$ cat config.mk
export PLATFORM = sky130hd
export DESIGN_NAME = ofdm_symbol_scheduler
export DESIGN_NICKNAME = d
export VERILOG_FILES = /design/src/rtl/ofdm_pkg.sv /design/src/rtl/ofdm_scrambler.sv /design/src/rtl/ofdm_symbol_scheduler.sv
export SDC_FILE = /design/constraint.sdc
export NUM_CORES = 1
export LEC_CHECK = 0
export ABC_AREA = 1
export CORE_MARGIN = 5
export CORE_UTILIZATION = 61
export CTS_BUF_LIST = sky130_fd_sc_hd__clkbuf_16
export CTS_CLUSTER_DIAMETER = 100
export CTS_CLUSTER_SIZE = 30
export DETAILED_ROUTE_END_ITERATION = 12
export PLACE_DENSITY = 0.95
export SLEW_MARGIN = 20
export SYNTH_ARGS = -nofsm -noshare
export SYNTH_HDL_FRONTEND = slang
export SYNTH_SLANG_ARGS = --single-unit
$ cat constraint.sdc
create_clock -name clk -period 5.7 [get_ports clk]
set_input_delay 1.14 -clock clk [delete_from_list [all_inputs] [get_ports clk]]
set_output_delay 1.14 -clock clk [all_outputs]
set_load 0.01 [all_outputs]
$ cat src/rtl/ofdm_pkg.sv
// Shared definitions for the OFDM symbol scheduler.
//   state_t        : scheduler FSM encoding
//   MOD_QPSK/QAM16 : modulation select values (cfg_qam16 / map_qam16)
//   bits_per_slot  : payload bits consumed by one data slot
//   slot_mask      : mask of the valid bits inside a 4-bit slot word
//   LFSR_SEED/TAPS : scrambler polynomial x^7 + x^4 + 1 and its frame seed
//   lfsr_step      : one scrambler shift
//   PILOT_BITS_DEF : default word driven on pilot slots
package ofdm_pkg;

  typedef enum logic [1:0] {
    ST_IDLE  = 2'd0,
    ST_FETCH = 2'd1,
    ST_EMIT  = 2'd2,
    ST_DONE  = 2'd3
  } state_t;

  localparam logic MOD_QPSK  = 1'b0;
  localparam logic MOD_QAM16 = 1'b1;

  localparam logic [3:0] PILOT_BITS_DEF = 4'b0000;

  localparam logic [6:0] LFSR_SEED = 7'h7F;
  // Feedback taps for x^7 and x^4 (bit 6 and bit 3 of the shift register).
  localparam logic [6:0] LFSR_TAPS = 7'b1001000;

  function automatic logic [3:0] bits_per_slot(input logic qam16);
    return (qam16 == MOD_QAM16) ? 4'd4 : 4'd2;
  endfunction

  function automatic logic [3:0] slot_mask(input logic qam16);
    return (qam16 == MOD_QPSK) ? 4'b0011 : 4'b1111;
  endfunction

  // Output bit is s[6]; the feedback bit enters at the bottom.
  function automatic logic [6:0] lfsr_step(input logic [6:0] s);
    return {s[5:0], ^(s & LFSR_TAPS)};
  endfunction

endpackage

$ cat src/rtl/ofdm_scrambler.sv
// Payload scrambler for the OFDM symbol scheduler (built only with
// OFDM_SCRAMBLER_EN defined).
//   clk, rst : clock, asynchronous active-high reset
//   seed     : reload LFSR_SEED (frame start)
//   adv      : a data slot word is being taken; advance 2 (QPSK) or 4 (16-QAM)
//   qam16    : modulation of the current frame
//   din      : raw slot word, LSB is the first payload bit
//   dout     : din XOR keystream, keystream bit i applied to din[i]
`ifdef OFDM_SCRAMBLER_EN
module ofdm_scrambler
  import ofdm_pkg::*;
(
  input  logic       clk,
  input  logic       rst,
  input  logic       seed,
  input  logic       adv,
  input  logic       qam16,
  input  logic [3:0] din,
  output logic [3:0] dout
);

  logic [6:0] lfsr;
  logic [6:0] st2;
  logic [6:0] st4;
  logic [3:0] ks;

  // Unroll four shifts: keystream bits for the slot plus the states after
  // two and four data bits.
  always_comb begin
    logic [6:0] s;
    s   = lfsr;
    ks  = '0;
    st2 = lfsr;
    for (int i = 0; i < 4; i++) begin
      ks[i] = s[6];
      s     = lfsr_step(s);
      if (i == 1) st2 = s;
    end
    st4 = s;
  end

  assign dout = din ^ (ks & slot_mask(qam16));

  always_ff @(posedge clk or posedge rst) begin
    if (rst) begin
      lfsr <= LFSR_SEED;
    end else if (seed) begin
      lfsr <= LFSR_SEED;
    end else if (adv) begin
      lfsr <= (qam16 == MOD_QAM16) ? st4 : st2;
    end
  end

endmodule
`endif

$ cat src/rtl/ofdm_symbol_scheduler.sv
// OFDM symbol scheduler: pulls payload bytes, slices them LSB-first into
// QPSK (2 b) or 16-QAM (4 b) slot words, inserts pilot slots every
// cfg_pilot_per subcarriers, pads the final OFDM symbol and hands every
// subcarrier slot to the mapper over valid/ready.
// Optional feature: define OFDM_SCRAMBLER_EN to XOR data bits with a
// x^7+x^4+1 LFSR keystream (seed 7'h7F at each frame start).
// Ports:
//   clk, rst            : clock, asynchronous active-high reset
//   start               : frame start pulse (ignored unless idle, nsc!=0, len!=0)
//   cfg_qam16/nsc/pilot_per/len : frame configuration, latched at start
//   in_valid/in_data/in_ready   : payload byte stream
//   map_valid/map_ready         : slot handshake to the mapper
//   map_bits/map_qam16/map_pilot/map_last : slot word and attributes
//   busy, done, ofdm_cnt        : frame status
module ofdm_symbol_scheduler
  import ofdm_pkg::*;
#(
  parameter int         NSC_W      = 6,
  parameter logic [3:0] PILOT_BITS = PILOT_BITS_DEF
) (
  input  logic             clk,
  input  logic             rst,
  input  logic             start,
  input  logic             cfg_qam16,
  input  logic [NSC_W-1:0] cfg_nsc,
  input  logic [3:0]       cfg_pilot_per,
  input  logic [7:0]       cfg_len,
  input  logic             in_valid,
  input  logic [7:0]       in_data,
  output logic             in_ready,
  output logic             map_valid,
  input  logic             map_ready,
  output logic [3:0]       map_bits,
  output logic             map_qam16,
  output logic             map_pilot,
  output logic             map_last,
  output logic             busy,
  output logic             done,
  output logic [7:0]       ofdm_cnt
);

  function automatic logic [7:0] sat_inc(input logic [7:0] v);
    return (v == 8'hFF) ? v : v + 8'd1;
  endfunction

  state_t           state;
  logic             qam16_r;
  logic [NSC_W-1:0] nsc_m1_r;
  logic [3:0]       pper_r;
  logic [7:0]       bytes_left;
  logic [3:0]       bits_left;
  logic [7:0]       buf_r;
  logic [NSC_W-1:0] sc_idx;
  logic [3:0]       pil_cnt;

  logic             start_ok;
  logic             byte_acc;
  logic             xfer;
  logic [3:0]       bps;
  logic             is_data;
  logic             sym_end;
  logic [3:0]       nx_bits;
  logic [7:0]       nx_buf;
  logic [NSC_W-1:0] nx_sc;
  logic [3:0]       nx_pil;
  logic             nx_last;
  logic             frame_end;
  logic [3:0]       ctx_pper;
  logic [3:0]       ctx_pil;
  logic [3:0]       ctx_bits;
  logic [7:0]       ctx_bytes;
  logic             dec_pilot;
  logic             dec_data;
  logic             dec_fetch;
  logic [3:0]       raw_word;
  logic [3:0]       scr_word;
  logic [3:0]       data_word;

  assign start_ok = (state == ST_IDLE) && start && (cfg_nsc != '0) && (cfg_len != 8'd0);
  assign byte_acc = (state == ST_FETCH) && in_valid && in_ready;
  assign xfer     = (state == ST_EMIT) && map_valid && map_ready;
  assign bps      = bits_per_slot(qam16_r);
  // Pad slots are the only non-pilot slots emitted with an empty buffer.
  assign is_data  = !map_pilot && (bits_left != 4'd0);
  assign sym_end  = (sc_idx == nsc_m1_r);

  // Slot context after the current slot is transferred.
  always_comb begin
    nx_bits = bits_left;
    nx_buf  = buf_r;
    if (is_data) begin
      nx_bits = bits_left - bps;
      nx_buf  = buf_r >> bps;
    end
    nx_sc = sym_end ? '0 : sc_idx + NSC_W'(1);
    if (sym_end || (pil_cnt == pper_r - 4'd1)) begin
      nx_pil = 4'd0;
    end else begin
      nx_pil = pil_cnt + 4'd1;
    end
    nx_last   = (nx_sc == nsc_m1_r);
    frame_end = sym_end && (bytes_left == 8'd0) && (nx_bits == 4'd0);
  end

  // Slot decision: at frame start from the fresh configuration, otherwise
  // from the post-transfer context.
  always_comb begin
    if (state == ST_IDLE) begin
      ctx_pper  = cfg_pilot_per;
      ctx_pil   = 4'd0;
      ctx_bits  = 4'd0;
      ctx_bytes = cfg_len;
    end else begin
      ctx_pper  = pper_r;
      ctx_pil   = nx_pil;
      ctx_bits  = nx_bits;
      ctx_bytes = bytes_left;
    end
    dec_pilot = (ctx_pper != 4'd0) && (ctx_pil == 4'd0);
    dec_data  = !dec_pilot && (ctx_bits != 4'd0);
    dec_fetch = !dec_pilot && !dec_data && (ctx_bytes != 8'd0);
  end

  assign raw_word = (state == ST_FETCH) ? in_data[3:0] : nx_buf[3:0];

`ifdef OFDM_SCRAMBLER_EN
  logic load_data;
  assign load_data = byte_acc || (xfer && !frame_end && dec_data);

  ofdm_scrambler u_scrambler (
    .clk   (clk),
    .rst   (rst),
    .seed  (start_ok),
    .adv   (load_data),
    .qam16 (qam16_r),
    .din   (raw_word),
    .dout  (scr_word)
  );
`else
  assign scr_word = raw_word;
`endif

  assign data_word = scr_word & slot_mask(qam16_r);

  always_ff @(posedge clk or posedge rst) begin
    if (rst) begin
      state      <= ST_IDLE;
      qam16_r    <= 1'b0;
      nsc_m1_r   <= '0;
      pper_r     <= 4'd0;
      bytes_left <= 8'd0;
      bits_left  <= 4'd0;
      buf_r      <= 8'd0;
      sc_idx     <= '0;
      pil_cnt    <= 4'd0;
      ofdm_cnt   <= 8'd0;
      in_ready   <= 1'b0;
      map_valid  <= 1'b0;
      map_bits   <= 4'd0;
      map_qam16  <= 1'b0;
      map_pilot  <= 1'b0;
      map_last   <= 1'b0;
      busy       <= 1'b0;
      done       <= 1'b0;
    end else begin
      done <= 1'b0;
      case (state)
        ST_IDLE: begin
          if (start_ok) begin
            qam16_r    <= cfg_qam16;
            nsc_m1_r   <= cfg_nsc - NSC_W'(1);
            pper_r     <= cfg_pilot_per;
            bytes_left <= cfg_len;
            bits_left  <= 4'd0;
            sc_idx     <= '0;
            pil_cnt    <= 4'd0;
            ofdm_cnt   <= 8'd0;
            busy       <= 1'b1;
            if (dec_pilot) begin
              state     <= ST_EMIT;
              map_valid <= 1'b1;
              map_bits  <= PILOT_BITS;
              map_pilot <= 1'b1;
              map_qam16 <= cfg_qam16;
              map_last  <= (cfg_nsc == NSC_W'(1));
            end else begin
              state    <= ST_FETCH;
              in_ready <= 1'b1;
            end
          end
        end

        ST_FETCH: begin
          if (byte_acc) begin
            buf_r      <= in_data;
            bits_left  <= 4'd8;
            bytes_left <= bytes_left - 8'd1;
            in_ready   <= 1'b0;
            state      <= ST_EMIT;
            map_valid  <= 1'b1;
            map_bits   <= data_word;
            map_pilot  <= 1'b0;
            map_qam16  <= qam16_r;
            map_last   <= sym_end;
          end
        end

        ST_EMIT: begin
          if (xfer) begin
            buf_r     <= nx_buf;
            bits_left <= nx_bits;
            sc_idx    <= nx_sc;
            pil_cnt   <= nx_pil;
            if (sym_end) begin
              ofdm_cnt <= sat_inc(ofdm_cnt);
            end
            if (frame_end) begin
              state     <= ST_DONE;
              busy      <= 1'b0;
              done      <= 1'b1;
              map_valid <= 1'b0;
              map_bits  <= 4'd0;
              map_pilot <= 1'b0;
              map_qam16 <= 1'b0;
              map_last  <= 1'b0;
            end else if (dec_fetch) begin
              state     <= ST_FETCH;
              in_ready  <= 1'b1;
              map_valid <= 1'b0;
              map_bits  <= 4'd0;
              map_pilot <= 1'b0;
              map_last  <= 1'b0;
            end else begin
              map_bits  <= dec_pilot ? PILOT_BITS : (dec_data ? data_word : 4'd0);
              map_pilot <= dec_pilot;
              map_qam16 <= qam16_r;
              map_last  <= nx_last;
            end
          end
        end

        ST_DONE: begin
          state <= ST_IDLE;
        end

        default: begin
          state <= ST_IDLE;
        end
      endcase
    end
  end

endmodule

==> metrics.txt <==
status=finished, final reports clean; final worst slack=approximately 2.2 ns; final WL=~11000 um; Max Cap Violations=0; largest family of logic cells by synthesized area=simple AND/OR/NAND/NOR gates; worst setup slack after placement=2.01 ns; Seq pwr share=roughly 27%; CP top delay family=simple AND/OR/NAND/NOR gates; Avg Synthesized Cell Area=a little over 7 sq um; mux share of post-synthesis cell area=less than 1%; count of flip-flops with a built-in enable after synthesis=0; Worst Setup Start Kind=primary input; CP Max Fanout=23; first-pass GRT wire length=18400 um; Post-Syn Nets=between 600 and 700; Synth Area in Adders=4.12%; Power per Cell Area=approximately 520 nW/um^2; max-slew violations=0; CP endpoint kind=flop; CP Buf/Inv Count=2; Wirelength per Cell=between 15 and 20 um; DRT iter0 DRCs=314; most frequent cells in the layout=169 x nand2_1, 78 x inv_1, 61 x dfrtp_1; vias in the first global route=about 4100; antenna violations before repair=0; fmax=285 MHz; final setup fails=0; synthesized instance count=580; CTS tree=done; worst skew pair latency=about 0.33 ns; slew of the pin with the lowest slew margin=around 0.95 ns; fillers=473; Initial Utilization=between 60% and 70%; num rows=30; postcts setup bufs=0; Int Power=1.32 mW; CTS clock-pin slew for the worst setup and hold paths=~0.050 ns; CP max stage delay=around 0.48 ns; Synth Area in XOR/XNOR=2.76%; DR DRC count=0; setup_tns=0 ns; Initial DRT Pass Iterations=5; H-tree depth=3; Gate power share=54.8%; post-synthesis compound-gate area fraction=approximately an eighth; largest net degree at the start of global routing=between 40 and 50; clock sink count=slightly above 60; Max Root-Sink Buffers=2; Synth Flop Type=dfrtp_1; worst hold margin=around 0.5 ns; Die ar.=between 8000 and 9000 sq um; number of I/O pins=around 50; max_slew headroom=36.8%; Antenna Nets Post-Route=0; #FFs+latches synth=between 60 and 70; DR vias=4109; IO Port Bufs=50; drt via density=between 5 and 6; CTS Hold Bufs=0; CTS buffer count=9; Hold Crit Class=reg -> reg; most common cell after layout, fill and taps aside=nand2_1; Clock Tree Root=clkbuf_16; GR Util All Layers=between 20% and 30%; die height=92.2 um; Crit path required time=roughly 5.9 ns; warnings from Yosys=0; ANT cells=0; worst vdd ir=~330 uV; PostCTS Resize Cnt=0; Leakage=~2.5 nW; kind of critical path=in -> reg; Final Hold Fails=0; clock power share=between 15 and 20%; Post-synth ARST share=100%; register area share after synthesis=between 30% and 40%; worst path cell trace=clkdlybuf4s50_1 -> inv_1 -> ha_1 -> nand2_2 -> nor2_2 -> nand2_2 -> nand3_4 -> nor2_4 -> nor2_1 -> nor2_4 -> o21ai_4 -> nor2_8 -> nand2_1 -> xor2_1 -> nor2_2; simple-gate portion of the synthesized area=33.6%; Tcrit/Tclk final=between 60 and 70%; Psw=1.25 mW; fin crit period=between 3 and 4 ns; critical path's slowest cell=clkdlybuf4s50_1; grt ovf=0; Distinct cells, synth=39; routability cong.=around 0.92; RSZ-0062 raised after global routing=no; core box area=between 6000 and 7000 sq um; Core Util, Final=between 70 and 80%; ratio of cells with drive above 1 in the final layout=about a tenth; post-detail-place hpwl=approximately 7500 um; Sw Share=48.6%; Synth Cell Area=~4100 sq um; crit path DAT=3.71 ns; Area Overhead vs Synth=19.5%; Setup Skew=between 0.006 and 0.007 ns; Die Span X=92.2 um; Layout Nets=roughly 680
## kinds of logic (layout without fill, tap and decap cells)
family / count (synthesis) / count (layout)
and+or+nand+nor: 299 / 299
buffers and inverters: 97 / 152
AOI/OAI and AO/OA: 96 / 96
DFF: 61 / 61
adders and majority gates: 13 / 13
xor gates and xnor gates: 13 / 13
muxes: 1 / 1
## flip-flops by register name, indices dropped and copies added, names as in the netlist, 2 cells and up
register    count
pper_r          4
sc_idx          6
ofdm_cnt        8
pil_cnt         4
buf_r           8
nsc_m1_r        6
bits_left       3
map_bits        4
bytes_left      8
state           2
## synthesized netlist by cell type (2+ instances only)
cell	number	area (sq um)
o211ai_1	2	15.0
xor2_1	9	78.8
o31ai_2	3	37.5
nor3_1	5	25.0
nor2_8	2	40.0
nor2_1	41	154
nor2_4	7	78.8
nand2_2	14	87.6
nor3_2	2	20.0
inv_2	9	33.8
dfrtp_1	61	1530
nand4_1	5	31.3
inv_1	77	289
o21ai_0	54	270
o22ai_1	7	43.8
a21oi_1	13	65.1
nand2_1	169	634
clkbuf_1	8	30.0
a31oi_1	3	18.8
ha_1	12	150
o21ai_1	9	45.0
nand3_4	2	35.0
nand3_1	43	215
buf_2	2	10.0
nor2_2	4	25.0
xnor2_1	4	35.0
## layer usage
layer	global-route usage, %	wire, um	up-vias
met5	0	0	-
met4	15.7	415	0
met3	4.02	698	38
met2	47.1	5420	180
met1	31.7	4380	1930
li1	-	-	1961
## cell type report
type,instances,area (sq um),area share (%)
multi-input combinational,422,2230,45.1
sequential,61,1530,30.9
timing repair buffer,51,508,10.3
inverter,86,323,6.54
clock buffer,9,225,4.57
tap,80,100,2.03
clock inverter,6,23.8,0.482
## power groups by stage
stage | Combinational, mW | Clock [mW] | Sequential, mW
3_3_place_gp | 1.28 | 0 | 0.689
4_1_cts | 1.38 | 0.463 | 0.695
2_1_floorplan | 1.04 | 0 | 0.678
6_report | 1.41 | 0.463 | 0.699
3_5_place_dp | 1.34 | 0 | 0.697
5_1_grt | 1.58 | 0.482 | 0.714
## final timing paths
kind | cells past startpoint | endpoint | slack, ns | start
max in group asynchronous | 3 | pil_cnt[2] | 3.66 | rst
hold reg to reg | 2 | map_bits[3] | 0.49 | map_bits[3]
setup / recovery | 15 | ofdm_cnt[6] | 2.20 | cfg_nsc[0]
hold / removal | 2 | map_bits[3] | 0.49 | map_bits[3]
min in group asynchronous | 2 | ofdm_cnt[4] | 1.14 | rst
setup reg to reg | 9 | buf_r[7] | 2.69 | state[1]
## metrics by stage
stage          area [sq um]  power [mW]  instances
2_1_floorplan          4130        1.72        580
3_3_place_gp           4680        1.97        700
3_5_place_dp           4680        2.04        700
4_1_cts                4930        2.54        715
5_1_grt                4930        2.78        715
6_report               4930        2.57        715
## worst min-delay path, stage by stage (launching register included)
cell,delay (ns)
dfrtp_1,0.35
nand2_1,0.06
nand2_1,0.05
No activity file was read; power rests on OpenSTA's default activity.
